$ cat config.mk
export PLATFORM = sky130hd
export DESIGN_NAME = fic0_apb_arbiter
export DESIGN_NICKNAME = d
export VERILOG_FILES = /design/src/rtl/fic0_apb_arbiter.sv
export SDC_FILE = /design/constraint.sdc
export NUM_CORES = 1
export LEC_CHECK = 0
export CAP_MARGIN = 15
export CORE_AREA = 2 2 118 120
export DETAILED_ROUTE_END_ITERATION = 7
export DIE_AREA = 0 0 120 122
export DONT_BUFFER_PORTS = 1
export GPL_ROUTABILITY_DRIVEN = 0
export SLEW_MARGIN = 20
export SYNTH_ARGS = -nofsm -noshare
export SYNTH_HDL_FRONTEND = slang
export SYNTH_SLANG_ARGS = --single-unit
$ cat constraint.sdc
create_clock -name FIC_0_CLK -period 12.7 [get_ports FIC_0_CLK]
set_clock_uncertainty 0.2 [all_clocks]
set_input_delay 2.54 -clock FIC_0_CLK [delete_from_list [all_inputs] [get_ports FIC_0_CLK]]
set_output_delay 2.54 -clock FIC_0_CLK [all_outputs]
set_load 0.03 [all_outputs]
$ cat src/rtl/fic0_apb_arbiter.sv
// Two-port round-robin arbiter and APB3 master sequencer for the MSS FIC_0 APB slave path.
// Each port uses a level REQ / pulse DONE handshake; an optional PREADY timeout aborts stuck transfers.
module fic0_apb_arbiter #(
  parameter int unsigned TIMEOUT_CYCLES = 256,
  parameter int unsigned TO_WIDTH       = 9
) (
  input  logic        FIC_0_CLK,
  input  logic        FAB_RESET,
  input  logic        R0_REQ,
  input  logic        R0_WRITE,
  input  logic [31:0] R0_ADDR,
  input  logic [31:0] R0_WDATA,
  output logic        R0_DONE,
  output logic [31:0] R0_RDATA,
  output logic        R0_ERR,
  input  logic        R1_REQ,
  input  logic        R1_WRITE,
  input  logic [31:0] R1_ADDR,
  input  logic [31:0] R1_WDATA,
  output logic        R1_DONE,
  output logic [31:0] R1_RDATA,
  output logic        R1_ERR,
  output logic        PSEL,
  output logic        PENABLE,
  output logic        PWRITE,
  output logic [31:0] PADDR,
  output logic [31:0] PWDATA,
  input  logic [31:0] PRDATA,
  input  logic        PREADY,
  input  logic        PSLVERR,
  output logic        BUSY,
  output logic        OWNER
);

  localparam logic [1:0] ST_IDLE     = 2'd0;
  localparam logic [1:0] ST_SETUP    = 2'd1;
  localparam logic [1:0] ST_ACCESS   = 2'd2;
  localparam logic [1:0] ST_COMPLETE = 2'd3;

  localparam logic [TO_WIDTH-1:0] TO_LIMIT = TO_WIDTH'(TIMEOUT_CYCLES);
  localparam bit                  TO_EN    = (TIMEOUT_CYCLES != 0);

  logic [1:0]          state_q, state_d;
  logic                last_q, last_d;
  logic                owner_q, owner_d;
  logic                write_q, write_d;
  logic [31:0]         addr_q, addr_d;
  logic [31:0]         wdata_q, wdata_d;
  logic                psel_q, psel_d;
  logic                penable_q, penable_d;
  logic [TO_WIDTH-1:0] cnt_q, cnt_d;
  logic [31:0]         rdata0_q, rdata0_d, rdata1_q, rdata1_d;
  logic                err0_q, err0_d, err1_q, err1_d;
  logic                done0_q, done0_d, done1_q, done1_d;
  logic                busy_q, busy_d;

  logic                gnt_s;
  logic [TO_WIDTH-1:0] cnt_inc_s;
  logic                timeout_s;
  logic [31:0]         cap_rdata_s;
  logic                cap_err_s;

  // On contention the port that was not served last wins.
  assign gnt_s       = (R0_REQ && R1_REQ) ? ~last_q : R1_REQ;
  assign cnt_inc_s   = cnt_q + TO_WIDTH'(1);
  assign timeout_s   = TO_EN && !PREADY && (cnt_inc_s == TO_LIMIT);
  assign cap_rdata_s = (PREADY && !write_q) ? PRDATA : 32'h0000_0000;
  assign cap_err_s   = PREADY ? PSLVERR : 1'b1;

  // Next-state and datapath logic for the APB sequencer.
  always_comb begin
    state_d   = state_q;
    last_d    = last_q;
    owner_d   = owner_q;
    write_d   = write_q;
    addr_d    = addr_q;
    wdata_d   = wdata_q;
    psel_d    = psel_q;
    penable_d = penable_q;
    cnt_d     = cnt_q;
    rdata0_d  = rdata0_q;
    rdata1_d  = rdata1_q;
    err0_d    = err0_q;
    err1_d    = err1_q;
    done0_d   = 1'b0;
    done1_d   = 1'b0;
    case (state_q)
      ST_IDLE: begin
        if (R0_REQ || R1_REQ) begin
          state_d = ST_SETUP;
          owner_d = gnt_s;
          last_d  = gnt_s;
          write_d = gnt_s ? R1_WRITE : R0_WRITE;
          addr_d  = (gnt_s ? R1_ADDR : R0_ADDR) & 32'hFFFF_FFFC;
          wdata_d = gnt_s ? R1_WDATA : R0_WDATA;
          psel_d  = 1'b1;
        end else begin
          state_d = ST_IDLE;
        end
      end
      ST_SETUP: begin
        state_d   = ST_ACCESS;
        penable_d = 1'b1;
        cnt_d     = {TO_WIDTH{1'b0}};
      end
      ST_ACCESS: begin
        // PREADY takes priority over a coincident timeout through cap_rdata_s/cap_err_s.
        if (PREADY || timeout_s) begin
          state_d   = ST_COMPLETE;
          psel_d    = 1'b0;
          penable_d = 1'b0;
          if (owner_q) begin
            done1_d  = 1'b1;
            rdata1_d = cap_rdata_s;
            err1_d   = cap_err_s;
          end else begin
            done0_d  = 1'b1;
            rdata0_d = cap_rdata_s;
            err0_d   = cap_err_s;
          end
        end else begin
          cnt_d = cnt_inc_s;
        end
      end
      ST_COMPLETE: begin
        state_d = ST_IDLE;
      end
      default: begin
        state_d   = ST_IDLE;
        psel_d    = 1'b0;
        penable_d = 1'b0;
      end
    endcase
    busy_d = (state_d != ST_IDLE);
  end

  // State and output registers; reset kills any transfer in flight.
  always_ff @(posedge FIC_0_CLK or posedge FAB_RESET) begin
    if (FAB_RESET) begin
      state_q   <= ST_IDLE;
      last_q    <= 1'b1;
      owner_q   <= 1'b0;
      write_q   <= 1'b0;
      addr_q    <= 32'h0000_0000;
      wdata_q   <= 32'h0000_0000;
      psel_q    <= 1'b0;
      penable_q <= 1'b0;
      cnt_q     <= {TO_WIDTH{1'b0}};
      rdata0_q  <= 32'h0000_0000;
      rdata1_q  <= 32'h0000_0000;
      err0_q    <= 1'b0;
      err1_q    <= 1'b0;
      done0_q   <= 1'b0;
      done1_q   <= 1'b0;
      busy_q    <= 1'b0;
    end else begin
      state_q   <= state_d;
      last_q    <= last_d;
      owner_q   <= owner_d;
      write_q   <= write_d;
      addr_q    <= addr_d;
      wdata_q   <= wdata_d;
      psel_q    <= psel_d;
      penable_q <= penable_d;
      cnt_q     <= cnt_d;
      rdata0_q  <= rdata0_d;
      rdata1_q  <= rdata1_d;
      err0_q    <= err0_d;
      err1_q    <= err1_d;
      done0_q   <= done0_d;
      done1_q   <= done1_d;
      busy_q    <= busy_d;
    end
  end

  assign PSEL     = psel_q;
  assign PENABLE  = penable_q;
  assign PWRITE   = write_q;
  assign PADDR    = addr_q;
  assign PWDATA   = wdata_q;
  assign R0_DONE  = done0_q;
  assign R0_RDATA = rdata0_q;
  assign R0_ERR   = err0_q;
  assign R1_DONE  = done1_q;
  assign R1_RDATA = rdata1_q;
  assign R1_ERR   = err1_q;
  assign BUSY     = busy_q;
  assign OWNER    = owner_q;

endmodule

==> results.md, run 1 <==
- # DRC: 0
- Max Cap Viol: 0
- Maximum vdd drop: 0.0001104 V
- Worst-path clk slew: 60 ps
- RSZ-0062 raised after global routing: false
- Clk pwr share: 24.3%
- Pleak: 3.177 nW
- DIE AREA: 0.01464 sq mm
- Fin crit share: 33.10%
- H-tree Lvls: 4
- Most frequent CP cell: a21oi_1
- Worst r2r path cells: 8
- Worst-margin pin slew: 1070 ps
- DIE WIDTH: 120 microns
- Worst path required time: 12840 ps
- Flop pwr share: 56.1%
- Cells after Synth: 538
- Crit-path slowest cell: buf_4
- ANT cells: 0
- Largest net degree at the start of global routing: 95
- Reg2Reg Capture Point: R0_RDATA[18]$_DFFE_PP0P_
- Crit-path cells: o21ai_4 > buf_4 > a21oi_1 > a21oi_1
- Pwr per Cell Area: 312.8 mW/mm^2
- Distinct cells, synth: 44
- Drt pass-1 iters: 4
- Net load switching power: 0.9891 mW
- Post-CTS Resized: 0
- DRC marker count from the first detailed-route iteration: 240
- CTS Buf Count: 17
- Synth top cells by count: dfrtp_1, nand2_1, o21ai_1, a22o_1, mux2i_1
- First-pass GRT wire length: 23.67 mm
- CTS hold repair buffers: 0
- Remaining antenna violation count after routing: 0
- Synth async-reset ratio: 100.0%
- PnR Total Power: 2.182 mW
- Layout Nets: 699
- Port buffer count: 0
- Cell-internal power: 1.193 mW
- Initial Util: 46.07%
- FP Rows: 43
- Syn Std Cell Area: 0.006221 sq mm
- Startpoint Class: input port
- Clock Sinks: 147
- GRT overflow: 0
- Vias: 4119
- Post-layout utilization of the core: 51.65%
- CP Buf/Inv Count: 1
- Critical path class: in2reg
- Share of cells above drive strength 1: 9.276%
- Status: complete, no violations
- Net Sw Frac: 45.33%
- Die Y-Extent: 122 microns
- Routed wire length: 16.04 mm
- Max clock buf depth: 2
- Setup TNS: 0 ps
- Most area-consuming cells after synthesis: dfrtp_1, mux2i_1, a22o_1
- Final setup violation count: 0
- Clock root buffer: clkbuf_16
- Relative slew slack: 28.65%
- Reg2reg start: cnt_q[0]$_DFFE_PP0P_
- Kind of cell adding the most delay to the critical path: compound AO/OA/AOI/OAI gates
- Sequential cell area fraction in the yosys report: 59.15%
- R2R setup slack: 9910 ps
- Largest area contributor in the netlist: dfrtp_1
- Share of the synthesized area in the top cell type: 58.73%
- Post-synth top flop: dfrtp_1
- Hold Path End: last_q$_DFFE_PP1P_
- Synth warn: 0
- GRT Total Usage: 21.44%
- Crit path arrival time: 4350 ps
- Dpl ws: 8066 ps
- Peak Freq: 0.2379 GHz
- DR WL/cell: 22.31 microns
- PnR worst setup slack: 8496 ps
- Post-synth EDFFs: 0
- Vias in the first global route: 4219
- Critical path peak fanout: 94
- CTS tree: built
- Slew Limit Fails: 0
- Core Area: 0.01350 sq mm
- Hold Path Cell Cnt: 2
- Part of the power in combinational logic: 19.6%
- Fin. Hold Viols: 0
- Initial antenna violation count: 0
- Most common cell in the netlist: dfrtp_1
- FILL cells: 1184
- Worst Min Path Start: last_q$_DFFE_PP1P_
- Post-CTS Setup Bufs: 0
- Vias per std cell: 5.729
- Hold Slack: 352.4 ps
- Avg Cell Area, Syn: 11.56 sq um
- CP peak stage delay: 780 ps
- Worst setup EP type: flop
- Flops & latches, synth: 147
- Type of the tightest min-delay check: reg2reg
- Clk_lat worst skew: 420 ps
- Layout area overhead: 12.13%
- Io pins: 305
- DPL Wire Length: 11.38 mm
- Final min period: 4204 ps
## worst register-to-register path, cell delays in order (launching register included)
cell and delay (ps):
dfrtp_1 450, ha_1 330, and2_1 190, a21oi_1 70, o22ai_1 240, a41oi_2 270
or3_1 360, buf_4 260, a22o_1 310
## cell families (layout without fill, tap and decap cells)
| logic type | Yosys count | after routing | synth area share (%) |
|---|---|---|---|
| buffers and inverters | 47 | 47 | 3.540 |
| AOI/OAI and AO/OA | 165 | 165 | 18.02 |
| xor gates and xnor gates | 2 | 2 | 0.2816 |
| DFF | 147 | 147 | 59.15 |
| adders and majority gates | 5 | 5 | 1.006 |
| other | 1 | 2 | 0.06028 |
| and+or+nand+nor | 106 | 106 | 7.482 |
| muxes | 65 | 65 | 10.46 |
## metal layers
layer / global-route usage [%] / wire (microns)
met1: 25.14 / 6148
met5: 0 / 0
met2: 34.06 / 7722
met3: 10.21 / 1846
met4: 8.603 / 325
## worst max-delay path by stage
stage                          from          endpoint  cells past startpoint
after detailed placement     R1_REQ  PSEL$_DFFE_PP0P_                      4
after CTS                    R1_REQ  PSEL$_DFFE_PP0P_                      4
after global placement       R1_REQ  PSEL$_DFFE_PP0P_                      4
after floorplan           FAB_RESET    BUSY$_DFF_PP0_                      1
final                        R1_REQ  PSEL$_DFFE_PP0P_                      4
after global routing         R1_REQ  PSEL$_DFFE_PP0P_                      4
## power by group through the flow
| stage | Clock [mW] | Sequential [mW] | Combinational (mW) |
|---|---|---|---|
| 6_report | 0.531 | 1.22 | 0.427 |
| 4_1_cts | 0.539 | 1.23 | 0.433 |
| 2_1_floorplan | 0 | 1.17 | 0.365 |
| 3_5_place_dp | 0 | 1.23 | 0.434 |
| 3_3_place_gp | 0 | 1.23 | 0.406 |
| 5_1_grt | 0.561 | 1.25 | 0.492 |
## cell type report
type | count | area, sq um | share of cell area (%)
Clock buffer | 20 | 446.7 | 6.404
Clock inverter | 12 | 178.9 | 2.565
Inverter | 8 | 35.03 | 0.5022
Multi-Input combinational cell | 345 | 2357 | 33.79
Sequential cell | 147 | 3680 | 52.75
Tap cell | 180 | 225.2 | 3.229
Timing Repair Buffer | 7 | 52.55 | 0.7534
## registers in the layout (all words and copies together), names as in the netlist, 2 cells and up
| register | flops |
|---|---|
| PADDR | 30 |
| R1_RDATA | 32 |
| cnt_q | 9 |
| R0_RDATA | 32 |
| PWDATA | 32 |
| state_q | 2 |
## stage by stage
stage               std cells  instance area, sq um
finish                    719                  6975
global route              719                  6975
CTS                       719                  6975
detailed placement        687                  6350
global placement          687                  6350
floorplan                 539                  6225
## placed cells by master, fill, tap and decap left out, types with 4 or more instances in the layout
cell type / instances
a21oi_1: 12
a22o_1: 65
buf_4: 7
bufinv_16: 4
clkbuf_16: 17
dfrtp_1: 146
ha_1: 5
inv_1: 4
mux2i_1: 65
nand2_1: 75
nand3_1: 4
nor2_1: 7
o21ai_1: 68
Note: power is estimated with default switching activity, not from simulation.
==> run 2: changes to the inputs <==
==> constraint.sdc (replaced) <==
create_clock -name FIC_0_CLK -period 3.5 [get_ports FIC_0_CLK]
set_clock_uncertainty 0.2 [all_clocks]
set_input_delay 0.7 -clock FIC_0_CLK [delete_from_list [all_inputs] [get_ports FIC_0_CLK]]
set_output_delay 0.7 -clock FIC_0_CLK [all_outputs]
set_load 0.03 [all_outputs]
==> run 2 against run 1 <==
  * Hold slack lost 290 ps
  * Via count is 2.1% higher
  * Combinational power increased to 3.7 times the previous value
  * Final cell count is 0.70% higher
  * Utilization grew 0.48 points
  * Largest power group unchanged
==> results.md, run 2 (synthesis results as in run 1) <==
- Routed wire length: 15.82 mm (was 16.04 mm)
- Cell-internal power: 4.345 mW (was 1.193 mW)
- First-pass GRT wire length: 23.66 mm (was 23.67 mm)
- ANT cells: 0 (unchanged)
- Io pins: 305 (unchanged)
- Startpoint Class: flop (was input port)
- FILL cells: 1176 (was 1184)
- DR WL/cell: 21.85 microns (was 22.31 microns)
- # DRC: 0 (unchanged)
- Share of cells above drive strength 1: 10.29% (was 9.276%)
- Fin crit share: 80.36%
- Max Cap Viol: 0 (unchanged)
- Maximum vdd drop: 0.0004313 V (was 0.0001104 V)
- FP Rows: 43 (unchanged)
- H-tree Lvls: 4 (unchanged)
- Vias per std cell: 5.807 (was 5.729)
- Pwr per Cell Area: 1123 mW/mm^2 (was 312.8 mW/mm^2)
- Clock root buffer: clkbuf_16 (unchanged)
- Core Area: 0.01350 sq mm (unchanged)
- Crit-path slowest cell: dfrtp_1 (was buf_4)
- CTS Buf Count: 17 (unchanged)
- Worst-path clk slew: 60 ps (about the same)
- Critical path peak fanout: 33 (was 94)
- Placed cell count: 693 (was 687)
- Max clock buf depth: 2 (unchanged)
- DIE WIDTH: 120 microns (unchanged)
- Crit path arrival time: 2910 ps (was 4350 ps)
- Largest net degree at the start of global routing: 80 (was 95)
- Commonest non-fill, non-tap cells in the layout: dfrtp_1, nand2_1, o21ai_1 (unchanged)
- Worst-margin pin slew: 852.5 ps (was 1070 ps)
- Vias: 4204 (was 4119)
- Setup TNS: 0 ps (unchanged)
- Drt pass-1 iters: 4 (unchanged)
- GRT overflow: 0 (unchanged)
- DRC marker count from the first detailed-route iteration: 278 (was 240)
- Final min period: 2813 ps
- Net Sw Frac: 45.05% (was 45.33%)
- Commonest non-fill, non-tap cell in the layout: dfrtp_1 (unchanged)
- Kind of cell adding the most delay to the critical path: compound AO/OA/AOI/OAI gates (unchanged)
- CTS tree: built (unchanged)
- Pleak: 3.210 nW (was 3.177 nW)
- Port buffer count: 0 (unchanged)
- Clock Sinks: 147 (unchanged)
- DPL Wire Length: 11.54 mm (was 11.38 mm)
- Post-CTS Resized: 0 (unchanged)
- Critical path class: reg2reg (was in2reg)
- Crit-path cells: ha_1 > and2_1 > a21oi_1 > o22ai_1 > a41oi_2 > or3_1 > buf_4 > a22o_1 (was o21ai_4 > buf_4 > a21oi_1 > a21oi_1)
- Fin. Hold Viols: 0 (unchanged)
- GRT Total Usage: 21.13% (was 21.44%)
- Layout Nets: 705 (was 699)
- Remaining antenna violation count after routing: 0 (unchanged)
- Vias in the first global route: 4283 (was 4219)
- Layout area overhead: 13.17% (was 12.13%)
- Clk pwr share: 24.1% (was 24.3%)
- CTS hold repair buffers: 0 (unchanged)
- Net load switching power: 3.562 mW (was 0.9891 mW)
- CP peak stage delay: 450 ps (was 780 ps)
- CP Buf/Inv Count: 1 (unchanged)
- Slew Limit Fails: 0 (unchanged)
- Status: complete, no violations (unchanged)
- Worst r2r path cells: 8 (unchanged)
- Initial Util: 46.07% (unchanged)
- Final setup violation count: 0 (unchanged)
- Post-CTS Setup Bufs: 0 (unchanged)
- Relative slew slack: 43.17% (was 28.65%)
- Part of the power in combinational logic: 19.7% (was 19.6%)
- Flop pwr share: 56.2% (was 56.1%)
- Peak Freq: 0.3555 GHz
- RSZ-0062 raised after global routing: false (unchanged)
- Clk_lat worst skew: 410 ps (was 420 ps)
- PnR Total Power: 7.907 mW (was 2.182 mW)
- DIE AREA: 0.01464 sq mm (unchanged)
- Worst setup EP type: flop (unchanged)
- Initial antenna violation count: 0 (unchanged)
- Worst path required time: 3590 ps (was 12840 ps)
- Final Instance Count excl. Fillers: 724 (was 719)
- Type of the tightest min-delay check: in2async (was reg2reg)
- Critical path depth in cells: 8 (was 4)
- Die Y-Extent: 122 microns (unchanged)
## run 2: cell count changes in the layout (fill, tap and decap cells not counted), sizes merged
cell	previous run	this run
clkbuf	20	19
buf	7	13
inv	10	9
clkinvlp	3	4
## run 2: final cells by class
cell class / count / area (sq um) / area share (%)
clock buffer: 19 / 442.9 / 6.291
clock inverter: 12 / 178.9 / 2.541
inverter: 8 / 33.78 / 0.4798
multi-input combinational: 345 / 2357 / 33.48
sequential: 147 / 3680 / 52.27
tap: 180 / 225.2 / 3.199
timing repair buffer: 13 / 122.6 / 1.742
## run 2: per-layer routing
metal | global-route usage, % | up-vias | wire length (microns)
met1 | 24.68 | 2031 | 6162
met2 | 33.42 | 227 | 7595
li1 | - | 1927 | -
met3 | 10.58 | 19 | 1801
met4 | 8.162 | 0 | 260
met5 | 0 | - | 0
## run 2: through the flow
step / utilization (%) / setup slack (ps) / hold slack [ps] / area [sq um]
after floorplan: - / 753.8 / 304.4 / 6228
after global placement: 47.53 / 784.3 / 332.2 / 6419
final: 52.14 / 687.4 / 60.81 / 7041
after CTS: 52.14 / 703.4 / 94.99 / 7041
after detailed placement: 47.53 / 724.4 / 349.8 / 6419
after global routing: 52.14 / 497.4 / 97.78 / 7041
## run 2: worst paths after layout
| path | from | endpoint | slack [ps] |
|---|---|---|---|
| worst max register to register | cnt_q[0]$_DFFE_PP0P_ | R0_RDATA[10]$_DFFE_PP0P_ | 690 |
| max in group asynchronous | FAB_RESET | PWDATA[23]$_DFFE_PP0P_ | 2260 |
| worst max-delay path | cnt_q[0]$_DFFE_PP0P_ | R0_RDATA[10]$_DFFE_PP0P_ | 690 |
| worst min register to register | last_q$_DFFE_PP1P_ | last_q$_DFFE_PP1P_ | 350 |
| worst min-delay path | FAB_RESET | R0_RDATA[10]$_DFFE_PP0P_ | 60 |
| min in group FIC_0_CLK | R0_REQ | last_q$_DFFE_PP1P_ | 170 |
## run 2: power groups by stage
stage                     logic [mW]  registers (mW)  clock network [mW]
after floorplan                 1.33            4.24                   0
after global placement          1.50            4.47                   0
after detailed placement        1.58            4.47                   0
final                           1.56            4.44                1.91
after CTS                       1.58            4.46                1.95
after global routing            1.77            4.54                2.02
==> run 3: changes to the inputs <==
--- a/config.mk
+++ b/config.mk
@@ -5,10 +5,10 @@
 export SDC_FILE = /design/constraint.sdc
 export NUM_CORES = 1
 export LEC_CHECK = 0
+export ABC_AREA = 1
 export CAP_MARGIN = 15
-export CORE_AREA = 2 2 118 120
+export CORE_UTILIZATION = 50
 export DETAILED_ROUTE_END_ITERATION = 7
-export DIE_AREA = 0 0 120 122
 export DONT_BUFFER_PORTS = 1
 export GPL_ROUTABILITY_DRIVEN = 0
 export SLEW_MARGIN = 20
==> constraint.sdc (replaced) <==
create_clock -name FIC_0_CLK -period 2.8 [get_ports FIC_0_CLK]
set_clock_uncertainty 0.2 [all_clocks]
set_input_delay 0.56 -clock FIC_0_CLK [delete_from_list [all_inputs] [get_ports FIC_0_CLK]]
set_output_delay 0.56 -clock FIC_0_CLK [all_outputs]
set_load 0.03 [all_outputs]
==> run 3 against run 2 <==
  * Combinational power rose by 45%
  * Sequential cell count stayed put
  * Die area shrank 3.2%
  * First-iteration DRC count is 48% higher
  * Setup slack worse by 280 ps
  * Total power rose by 27%
  * Via count increased by 33%
  * Maximum frequency grew 17%
  * Global-route usage rose by 4.7 points
==> results.md, run 3 <==
- Routed wire length: 17.97 mm (was 15.82 mm)
- Worst-margin pin slew: 778.8 ps (was 852.5 ps)
- Crit path arrival time: 2490 ps (was 2910 ps)
- Largest area contributor in the netlist: dfrtp_1 (unchanged)
- Kind of cell adding the most delay to the critical path: simple AND/OR/NAND/NOR gates (was compound AO/OA/AOI/OAI gates)
- CP Buf/Inv Count: 0 (was 1)
- Status: complete, no violations (unchanged)
- Pwr per Cell Area: 1336 mW/mm^2 (was 1123 mW/mm^2)
- H-tree Lvls: 4 (unchanged)
- Post-synth top flop: dfrtp_1 (unchanged)
- Setup TNS: 0 ps (unchanged)
- Largest net degree at the start of global routing: 148 (was 80)
- M2 GR Usage: 42.81% (was 33.42%)
- Worst r2r path cells: 10 (was 8)
- Compound-Gate Fraction of Synth Area: 9.591% (was 18.02%)
- Placed inst area: 0.006892 sq mm (was 0.006419 sq mm)
- Vias per std cell: 5.557 (was 5.807)
- Vias: 5596 (was 4204)
- FILL cells: 1242 (was 1176)
- Simple-gate share of the synthesized area: 27.57% (was 7.482%)
- # DRC: 0 (unchanged)
- Crit-path cells: ha_1 > nand3_1 > o21ai_1 > nand2_1 > nor2_1 > nand3_2 > nand2_4 > nand3_4 > nand2_1 > nand2_1 (was ha_1 > and2_1 > a21oi_1 > o22ai_1 > a41oi_2 > or3_1 > buf_4 > a22o_1)
- Type of the tightest min-delay check: in2async (unchanged)
- Io pins: 305 (unchanged)
- Max Cap Viol: 0 (unchanged)
- GRT overflow: 0 (unchanged)
- Clk_lat worst skew: 410 ps (about the same)
- Port buffer count: 0 (unchanged)
- Final min period: 2397 ps (was 2813 ps)
- Hold Slack: 28.95 ps (was 60.81 ps)
- Post-CTS Resized: 0 (unchanged)
- First-pass GRT wire length: 28.28 mm (was 23.66 mm)
- Initial Util: 51.52% (was 46.07%)
- Critical path peak fanout: 34 (was 33)
- Final setup violation count: 0 (unchanged)
- Core Area: 0.01330 sq mm (was 0.01350 sq mm)
- GRT Total Usage: 25.87% (was 21.13%)
- CTS hold repair buffers: 0 (unchanged)
- Flops & latches, synth: 147 (unchanged)
- Worst setup EP type: flop (unchanged)
- Distinct cells, synth: 25 (was 44)
- R2R setup slack: 400 ps (was 690 ps)
- Clock Sinks: 147 (unchanged)
- Post-CTS Setup Bufs: 0 (unchanged)
- Post-synth EDFFs: 0 (unchanged)
- Relative slew slack: 48.08% (was 43.17%)
- Met1 Use GR: 30.69% (was 24.68%)
- DIE AREA: 0.01417 sq mm (was 0.01464 sq mm)
- RSZ-0062 raised after global routing: false (unchanged)
- Met3 global-route usage: 8.238% (was 10.58%)
- Worst path required time: 2900 ps (was 3590 ps)
- DIE WIDTH: 119.0 microns (was 120 microns)
- DPL Wire Length: 11.98 mm (was 11.54 mm)
- Fin crit share: 85.62% (was 80.36%)
- Sequential cell area fraction in the yosys report: 53.73% (was 59.15%)
- Synth warn: 0 (unchanged)
- Reg2Reg Capture Point: R1_RDATA[8]$_DFFE_PP0P_ (was R0_RDATA[10]$_DFFE_PP0P_)
- Avg Cell Area, Syn: 8.115 sq um (was 11.56 sq um)
- DR WL/cell: 17.84 microns (was 21.85 microns)
- Vias in the first global route: 5543 (was 4283)
- CTS Buf Count: 17 (unchanged)
- Drt pass-1 iters: 5 (was 4)
- Synth top cells by count: nand2_1, dfrtp_1, o21ai_0, nor2_1, nand4_1 (was dfrtp_1, nand2_1, o21ai_1, a22o_1, mux2i_1)
- Synth Area in XOR/XNOR: 0.1279% (was 0.2816%)
- Most common cell in the netlist: nand2_1 (was dfrtp_1)
- Layout Nets: 991 (was 705)
- Pleak: 3.838 nW (was 3.210 nW)
- Most frequent CP cell: nand2_1
- DRC marker count from the first detailed-route iteration: 412 (was 278)
- Synth async-reset ratio: 100.0% (unchanged)
- Commonest non-fill, non-tap cell in the layout: nand2_1 (was dfrtp_1)
- PnR Total Power: 10.06 mW (was 7.907 mW)
- Adder and majority cell fraction of the synthesized area: 0.9134% (was 1.006%)
- Share of the synthesized area in the top cell type: 53.34% (was 58.73%)
- Reg2reg start: cnt_q[0]$_DFFE_PP0P_ (unchanged)
- Slew Limit Fails: 0 (unchanged)
- Worst-path clk slew: 60 ps (about the same)
- FP Rows: 42 (was 43)
- Remaining antenna violation count after routing: 0 (unchanged)
- Die Y-Extent: 119.0 microns (was 122 microns)
- Max clock buf depth: 2 (unchanged)
- Dpl ws: 407.3 ps (was 724.4 ps)
- Peak Freq: 0.4171 GHz (was 0.3555 GHz)
- Maximum vdd drop: 0.0005547 V (was 0.0004313 V)
- Clock root buffer: clkbuf_16 (unchanged)
- Design area: 0.007530 sq mm (was 0.007041 sq mm)
- Cells after Synth: 844 (was 538)
- Startpoint Class: flop (unchanged)
- CP peak stage delay: 460 ps (was 450 ps)
- Share of cells above drive strength 1: 6.619% (was 10.29%)
- Grt peak-use layer: met2 (unchanged)
- Critical path class: reg2reg (unchanged)
- Most area-consuming cells after synthesis: dfrtp_1, nand2_1, o21ai_0 (was dfrtp_1, mux2i_1, a22o_1)
- Layout area overhead: 9.938% (was 13.17%)
- Crit-path slowest cell: dfrtp_1 (unchanged)
- ANT cells: 0 (unchanged)
- CTS tree: built (unchanged)
- PnR worst setup slack: 402.7 ps (was 687.4 ps)
- Largest family of logic cells by synthesized area: simple AND/OR/NAND/NOR gates (was compound AO/OA/AOI/OAI gates)
- Commonest non-fill, non-tap cells in the layout: nand2_1, dfrtp_1, o21ai_0 (was dfrtp_1, nand2_1, o21ai_1)
- Syn Std Cell Area: 0.006849 sq mm (was 0.006221 sq mm)
- Initial antenna violation count: 0 (unchanged)
- Share of synthesized area spent on multiplexers: 0% (was 10.46%)
- Fin. Hold Viols: 0 (unchanged)
-- run 3: cell types whose count changed in the layout (fill, tap and decap cells not counted), sizes merged, moves of 59 or more --
| cell | before | now |
|---|---|---|
| a22o | 65 | 0 |
| o21ai | 71 | 130 |
| mux2i | 65 | 0 |
| nand2 | 75 | 249 |
| nor2 | 7 | 106 |
| nand4 | 3 | 67 |
-- run 3: cell type report --
class                      count  area, sq um  share of cell area [%]
inverter                      58        221.5                   2.941
timing repair buffer          14        130.1                   1.728
multi-input combinational    580         2640                   35.06
tap                          176        220.2                   2.925
clock buffer                  23        488.0                   6.481
clock inverter                 9        150.1                   1.994
sequential                   147         3680                   48.87
-- run 3: how the worst max path moves through the flow --
stage	from	endpoint	slack, ps	cells past startpoint
after floorplan	FAB_RESET	BUSY$_DFF_PP0_	190	1
after global placement	cnt_q[0]$_DFFE_PP0P_	R0_RDATA[7]$_DFFE_PP0P_	490	10
after detailed placement	cnt_q[0]$_DFFE_PP0P_	R1_RDATA[8]$_DFFE_PP0P_	410	10
after CTS	cnt_q[0]$_DFFE_PP0P_	R1_RDATA[8]$_DFFE_PP0P_	390	10
after global routing	cnt_q[0]$_DFFE_PP0P_	R0_RDATA[14]$_DFFE_PP0P_	180	12
final	cnt_q[0]$_DFFE_PP0P_	R1_RDATA[8]$_DFFE_PP0P_	400	10
-- run 3: cell families after synthesis --
kind of cell	after synthesis
buffers and inverters	118
other	1
AO/OA/AOI/OAI	131
AND/OR/NAND/NOR	441
flip-flops	147
adder cells (fa/ha/maj)	5
XOR/XNOR	1
-- run 3: metrics by stage --
stage          std cells  util, %
3_3_place_gp         975    51.84
6_report            1007    56.63
3_5_place_dp         975    51.84
5_1_grt             1007    56.63
2_1_floorplan        845        -
4_1_cts             1007    56.63
-- run 3: power by group --
part           switching, mW  internal (mW)
clock                  0.865           1.58
sequential              2.37           2.99
combinational           1.58          0.673
-- run 3: routing by layer --
metal | wire (microns) | vias to the layer above
li1 | - | 2678
met2 | 8981 | 236
met3 | 1437 | 33
met4 | 437 | 0
met1 | 7109 | 2649
met5 | 0 | -
